## src/rtl/cla_adder_pipe.sv

```systemverilog
// Two-stage pipelined carry-lookahead adder/subtractor.
// Stage 1 registers the operands with per-bit propagate/generate and per-group
// PG/GG terms. Stage 2 runs the second-level lookahead to get group carries,
// expands them into bit carries inside each 4-bit group, and registers the result.
// A valid/ready handshake on each side gives one operation per cycle with full
// backpressure.
`timescale 1ns/1ps
module cla_adder_pipe #(
    parameter int WIDTH = 16
) (
    input  logic             clk,
    input  logic             rst_n,
    input  logic             in_valid,
    output logic             in_ready,
    input  logic [WIDTH-1:0] in_a,
    input  logic [WIDTH-1:0] in_b,
    input  logic             in_cin,
    input  logic             in_sub,
    output logic             out_valid,
    input  logic             out_ready,
    output logic [WIDTH-1:0] out_sum,
    output logic             out_cout,
    output logic             out_ovf,
    output logic             out_zero,
    output logic             out_pg,
    output logic             out_gg
);

    localparam int GROUPS = WIDTH / 4;

    // Refuse to elaborate with a width that does not split into whole 4-bit groups.
    if (WIDTH < 4 || (WIDTH % 4) != 0) begin : g_width_check
        $error("cla_adder_pipe: WIDTH must be a multiple of 4 and at least 4");
    end

    // Carry out of group k, flattened into sum-of-products form: no term
    // depends on the carry out of a lower group, so there is no ripple chain.
    function automatic logic group_carry(
        input logic [GROUPS-1:0] pg,
        input logic [GROUPS-1:0] gg,
        input logic              cin,
        input int                k
    );
        logic acc;
        logic prop;
        acc = 1'b0;
        for (int j = 0; j <= k; j++) begin
            prop = 1'b1;
            for (int m = j + 1; m <= k; m++) begin
                prop = prop & pg[m];
            end
            acc = acc | (gg[j] & prop);
        end
        prop = 1'b1;
        for (int m = 0; m <= k; m++) begin
            prop = prop & pg[m];
        end
        return acc | (prop & cin);
    endfunction

    // ------------------------------------------------------------------
    // Pipeline control: everything moves together when the output slot is
    // free or being drained this cycle.
    // ------------------------------------------------------------------
    logic w_adv;
    assign w_adv    = !out_valid || out_ready;
    assign in_ready = w_adv;

    // ------------------------------------------------------------------
    // Stage 1 combinational: effective operands and propagate/generate terms
    // ------------------------------------------------------------------
    logic [WIDTH-1:0]  w_b_eff;
    logic [WIDTH-1:0]  w_p;
    logic [WIDTH-1:0]  w_g;
    logic              w_c0;
    logic [GROUPS-1:0] w_pg;
    logic [GROUPS-1:0] w_gg;

    assign w_b_eff = in_sub ? ~in_b : in_b;
    assign w_c0    = in_sub ? ~in_cin : in_cin;
    assign w_p     = in_a ^ w_b_eff;
    assign w_g     = in_a & w_b_eff;

    for (genvar gi = 0; gi < GROUPS; gi++) begin : g_grp_terms
        assign w_pg[gi] = &w_p[4*gi +: 4];
        assign w_gg[gi] = w_g[4*gi+3]
                        | (w_p[4*gi+3] & w_g[4*gi+2])
                        | (w_p[4*gi+3] & w_p[4*gi+2] & w_g[4*gi+1])
                        | (w_p[4*gi+3] & w_p[4*gi+2] & w_p[4*gi+1] & w_g[4*gi]);
    end

    logic [WIDTH-1:0]  r_a;
    logic [WIDTH-1:0]  r_b;
    logic              r_c0;
    logic [WIDTH-1:0]  r_p;
    logic [WIDTH-1:0]  r_g;
    logic [GROUPS-1:0] r_pg;
    logic [GROUPS-1:0] r_gg;
    logic              r_s1_valid;

    // Stage 1 register: captures the operand (or a bubble) whenever the pipe advances.
    always_ff @(posedge clk or negedge rst_n) begin
        if (!rst_n) begin
            r_a        <= '0;
            r_b        <= '0;
            r_c0       <= 1'b0;
            r_p        <= '0;
            r_g        <= '0;
            r_pg       <= '0;
            r_gg       <= '0;
            r_s1_valid <= 1'b0;
        end else if (w_adv) begin
            r_a        <= in_a;
            r_b        <= w_b_eff;
            r_c0       <= w_c0;
            r_p        <= w_p;
            r_g        <= w_g;
            r_pg       <= w_pg;
            r_gg       <= w_gg;
            r_s1_valid <= in_valid;
        end
    end

    // ------------------------------------------------------------------
    // Stage 2 combinational: group carries, bit carries, result flags
    // ------------------------------------------------------------------
    logic [GROUPS:0]  w_cg;   // w_cg[k] = carry into group k
    logic [WIDTH-1:0] w_c;    // w_c[i]  = carry into bit i
    logic [WIDTH-1:0] w_sum;
    logic             w_ovf;
    logic             w_zero;
    logic             w_pg_word;
    logic             w_gg_word;

    assign w_cg[0] = r_c0;

    for (genvar gi = 0; gi < GROUPS; gi++) begin : g_carry
        assign w_cg[gi+1] = group_carry(r_pg, r_gg, r_c0, gi);

        // Full 4-bit lookahead inside the group from the group's carry-in.
        assign w_c[4*gi]   = w_cg[gi];
        assign w_c[4*gi+1] = r_g[4*gi]
                           | (r_p[4*gi] & w_cg[gi]);
        assign w_c[4*gi+2] = r_g[4*gi+1]
                           | (r_p[4*gi+1] & r_g[4*gi])
                           | (r_p[4*gi+1] & r_p[4*gi] & w_cg[gi]);
        assign w_c[4*gi+3] = r_g[4*gi+2]
                           | (r_p[4*gi+2] & r_g[4*gi+1])
                           | (r_p[4*gi+2] & r_p[4*gi+1] & r_g[4*gi])
                           | (r_p[4*gi+2] & r_p[4*gi+1] & r_p[4*gi] & w_cg[gi]);
    end

    assign w_sum     = r_a ^ r_b ^ w_c;
    assign w_ovf     = w_c[WIDTH-1] ^ w_cg[GROUPS];
    assign w_zero    = ~|w_sum;
    assign w_pg_word = &r_pg;
    // Word generate is the word carry-out with the carry-in forced to zero.
    assign w_gg_word = group_carry(r_pg, r_gg, 1'b0, GROUPS - 1);

    logic             r_out_valid;
    logic [WIDTH-1:0] r_sum;
    logic             r_cout;
    logic             r_ovf;
    logic             r_zero;
    logic             r_pg_word;
    logic             r_gg_word;

    // Stage 2 / output register: loads only on advance so a stalled result holds.
    always_ff @(posedge clk or negedge rst_n) begin
        if (!rst_n) begin
            r_out_valid <= 1'b0;
            r_sum       <= '0;
            r_cout      <= 1'b0;
            r_ovf       <= 1'b0;
            r_zero      <= 1'b0;
            r_pg_word   <= 1'b0;
            r_gg_word   <= 1'b0;
        end else if (w_adv) begin
            r_out_valid <= r_s1_valid;
            r_sum       <= w_sum;
            r_cout      <= w_cg[GROUPS];
            r_ovf       <= w_ovf;
            r_zero      <= w_zero;
            r_pg_word   <= w_pg_word;
            r_gg_word   <= w_gg_word;
        end
    end

    assign out_valid = r_out_valid;
    assign out_sum   = r_sum;
    assign out_cout  = r_cout;
    assign out_ovf   = r_ovf;
    assign out_zero  = r_zero;
    assign out_pg    = r_pg_word;
    assign out_gg    = r_gg_word;

endmodule

```

## config.mk

```make
export PLATFORM = sky130hd
export DESIGN_NAME = cla_adder_pipe
export DESIGN_NICKNAME = d
export VERILOG_FILES = /design/src/rtl/cla_adder_pipe.sv
export SDC_FILE = /design/constraint.sdc
export NUM_CORES = 1
export LEC_CHECK = 0
export ABC_AREA = 1
export BUFFER_PORTS_ARGS = -buffer_cell sky130_fd_sc_hd__buf_2
export CAP_MARGIN = 25
export CORE_UTILIZATION = 25
export DETAILED_ROUTE_END_ITERATION = 10
export GPL_TIMING_DRIVEN = 0
export PLACE_DENSITY = 0.43
export SETUP_SLACK_MARGIN = 0.2
export SLEW_MARGIN = 25
export SYNTH_ARGS = -nofsm -noshare
export SYNTH_HDL_FRONTEND = slang
export SYNTH_SLANG_ARGS = --single-unit
```

## constraint.sdc

```tcl
create_clock -name clk -period 2 [get_ports clk]
set_input_delay 0.3 -clock clk [delete_from_list [all_inputs] [get_ports clk]]
set_output_delay 0.3 -clock clk [all_outputs]
set_load 0.02 [all_outputs]
```

==> impl_results.md <==
- Outcome: finished, violations left
- Failing checks: design-rule violations
- Clock transition at the registers of the reported paths: approximately 60 ps
- Period utilisation layout: approximately 90%
- Proportion of netlist area held by the largest area contributor: approximately half
- Final HPWL DP: between 9000 and 10000 um
- Worst setup path class: register to output port
- Worst R2R Path Depth: 7
- Register area share after synthesis: 50.0%
- Share of post-route cells with drive strength above 1: around 15%
- Fraction of synthesis flops using an asynchronous set or reset pin: between 90% and 100%
- Maximum resistive drop on vdd: approximately 0.48 mV
- Setup repair after global routing missed its margin: true
- Normalized max-slew margin: a little over half
- Max Fclk: between 0.5 and 0.6 GHz
- Chip Width: ~130 um
- Number of vias in the routed layout: roughly 3700
- Number of nets with antenna violations after routing: 0
- Num CTS Buffers: 9
- Global routing usage summed across all routing layers: between 10% and 20%
- Worst Setup Start Kind: register
- Finish-stage setup viols: 0
- Slew of the pin with the lowest slew margin: just under 700 ps
- Hold Path Stages: 3
- Commonest cells post-synth: nand2_1 (220), dfrtp_1 (88), inv_1 (46)
- Post-route DRC: 1
- Number of pins exceeding their max-slew limit in the final report: 0
- DRT iter0 DRCs: 218
- Number of enable flip-flop cells after synthesis: 0
- Min cycle time layout: 1770 ps
- Buffer cell driving the clock tree root: clkbuf_16
- Worst path arrival time: approximately 1500 ps
- Per-cell routed wire length: between 15 and 20 um
- Clock tree from TritonCTS: yes
- Hold WC Path Type: input pin to register
- Placer's final routability congestion estimate: between 0.7 and 0.8
- Core utilization of the finished layout: 31.7%
- First-pass iteration count of the detailed router: 7
- Wire length reported by the detailed router: 13600 um
- Static leakage: about 2.8 nW
- Critical register-to-register path endpoint: out_zero
- Crit. End Element: output port
- Cell with the most instances after synthesis: nand2_1
- Pin count of the biggest net entering global routing: 53
- Avg Cell Area, Syn: between 8 and 9 sq um
- Hold violation count in the final report: 0
- Count of buffers inserted at the top-level ports: 59
- Final net count: about 670
- Pwr dens: roughly 1100 mW/mm^2
- Starting density of the core: 25.6%
- Main area contributors after synthesis: dfrtp_1 (50%), nand2_1 (19%), o21ai_0 (4.8%)
- Critical Path RT: between 1500 and 2000 ps
- Total number of clock tree sinks: slightly below 90
- YS warnings: 0
- CTS Buffer Depth: 2
- Synth Net Count: roughly 600
- Worst setup skew after layout: roughly 5 ps
- Hold path start: in_a[8]
- Clk Latency, worst-skew pair: 350 ps
- Average vias per placed instance: approximately 4.4
- Die area: 0.0182 sq mm
- First-pass GRT wire length: ~21000 um
- Mapped Cells: 545
- Reg2reg start: r_g[0]
- Growth of design area from synthesis to finish: 23.9%
- Number of antenna violations at the first check in global routing: 0
- Via count of the first global-routing pass: 3754
- Height of the die: 135 um
- Library cell occupying the most area in the post-synthesis netlist: dfrtp_1
- FILL cells: roughly 1900
- Placeable core region: roughly 0.017 sq mm
- Ant diodes: 0
- Post-synthesis cell type count: 25
- Register bit total from synthesis: approximately 90
- Most common flop cell mapped by yosys: dfrtp_1
- Total global routing overflow: 0
- Worst reg-to-reg setup slack: about 350 ps
- Mapped cell area: around 0.0044 sq mm
- Cell Rows: 48
- Number of H-tree levels: 3
- Total I/O pin count: between 60 and 70
- Post-route worst hold slack: around 170 ps
- Hold Path End: r_a[8]
- CP Max Fanout: 10
- Count of maximum capacitance violations: 0
[layer usage]
metal / share of wire (%) / track usage, % / wire (um)
met5: 0 / 0 / 0
met4: 2.0 / 6.55 / 278
met3: 4.0 / 2.40 / 549
met2: 45 / 25.3 / 6170
met1: 48 / 22.0 / 6570
[worst max-delay path: stages (launching register included)]
cell,delay (ps)
dfrtp_1,370
inv_1,90
nor2_4,50
inv_1,120
buf_6,140
buf_8,150
buf_2,180
[metrics by stage]
step	instances	setup slack [ps]	power, mW	TNS (ps)	area [sq um]
finish	849	231	6.18	0	5460
global route	849	135	6.56	0	5460
CTS	849	207	6.26	0	5450
detailed placement	830	-154	4.10	-608	5010
global placement	829	-265	4.06	-23410	4980
floorplan	545	377	3.43	0	4400
[logic make-up (layout without fill, tap and decap cells)]
family / Yosys count / after routing / synth area share, %
simple gates: 274 / 274 / 24.5
fa+ha+maj: 16 / 16 / 4.55
xor+xnor: 31 / 31 / 6.16
flops: 88 / 88 / 50.0
buf+inv: 66 / 145 / 5.91
compound gates: 70 / 70 / 8.86
[power by group]
group	total [mW]	switching (mW)	internal (mW)	leakage, nW
logic	1.70	1.12	0.577	1.57
clock network	2.11	0.731	1.38	0.182
registers	2.38	0.238	2.14	1.07
total	6.18	2.09	4.09	2.82
[state kept, by name, summed over array words and instances, names as in the netlist, 4 cells and up]
signal   flops
out_sum     16
r_a         16
r_b         16
r_g         12
r_p         12
r_gg         4
r_pg         4
[placed cells by master (no fill, tap or decap), types with 2 or more instances in the layout]
| cell type | instances |
|---|---|
| ha_1 | 16 |
| bufinv_16 | 4 |
| buf_6 | 3 |
| nor2_1 | 20 |
| buf_2 | 63 |
| nand2_1 | 220 |
| inv_1 | 46 |
| nand3_1 | 30 |
| o21ai_0 | 42 |
| clkbuf_1 | 9 |
| clkbuf_16 | 9 |
| xor2_1 | 20 |
| clkbuf_2 | 2 |
| clkinv_2 | 2 |
| xnor2_1 | 11 |
| nor2_4 | 2 |
| dfrtp_1 | 87 |
| o2111ai_1 | 4 |
| a31oi_1 | 6 |
| a21oi_1 | 12 |
[area by class of cell]
cell class	count	area, sq um	area share (%)
Clock buffer	10	239	4.38
Sequential cell	88	2200	40.4
Inverter	46	173	3.16
Timing Repair Buffer	63	367	6.72
Clock inverter	6	130	2.38
Tap cell	225	282	5.16
Buffer	20	114	2.09
Multi-Input combinational cell	391	1950	35.7
[what timing repair did]
| item | 4_1_cts | 5_1_grt |
|---|---|---|
| gates resized for setup | 8 | 7 |
| setup buffers | 2 | 0 |
| hold buffers | 1 | 0 |
| endpoints found under the hold margin | 36 | 0 |
| endpoints found under the setup margin | 11 | 13 |
| pin swaps | 0 | 0 |
[worst max-delay path by stage]
stage / startpoint / to / slack, ps
floorplan: in_sub / r_gg[3] / 380
global placement: rst_n / out_cout / -260
detailed placement: out_valid / in_ready / -150
CTS: out_valid / in_ready / 210
global route: out_valid / in_ready / 130
finish: out_valid / in_ready / 230
(Power assumes the default switching activity.)
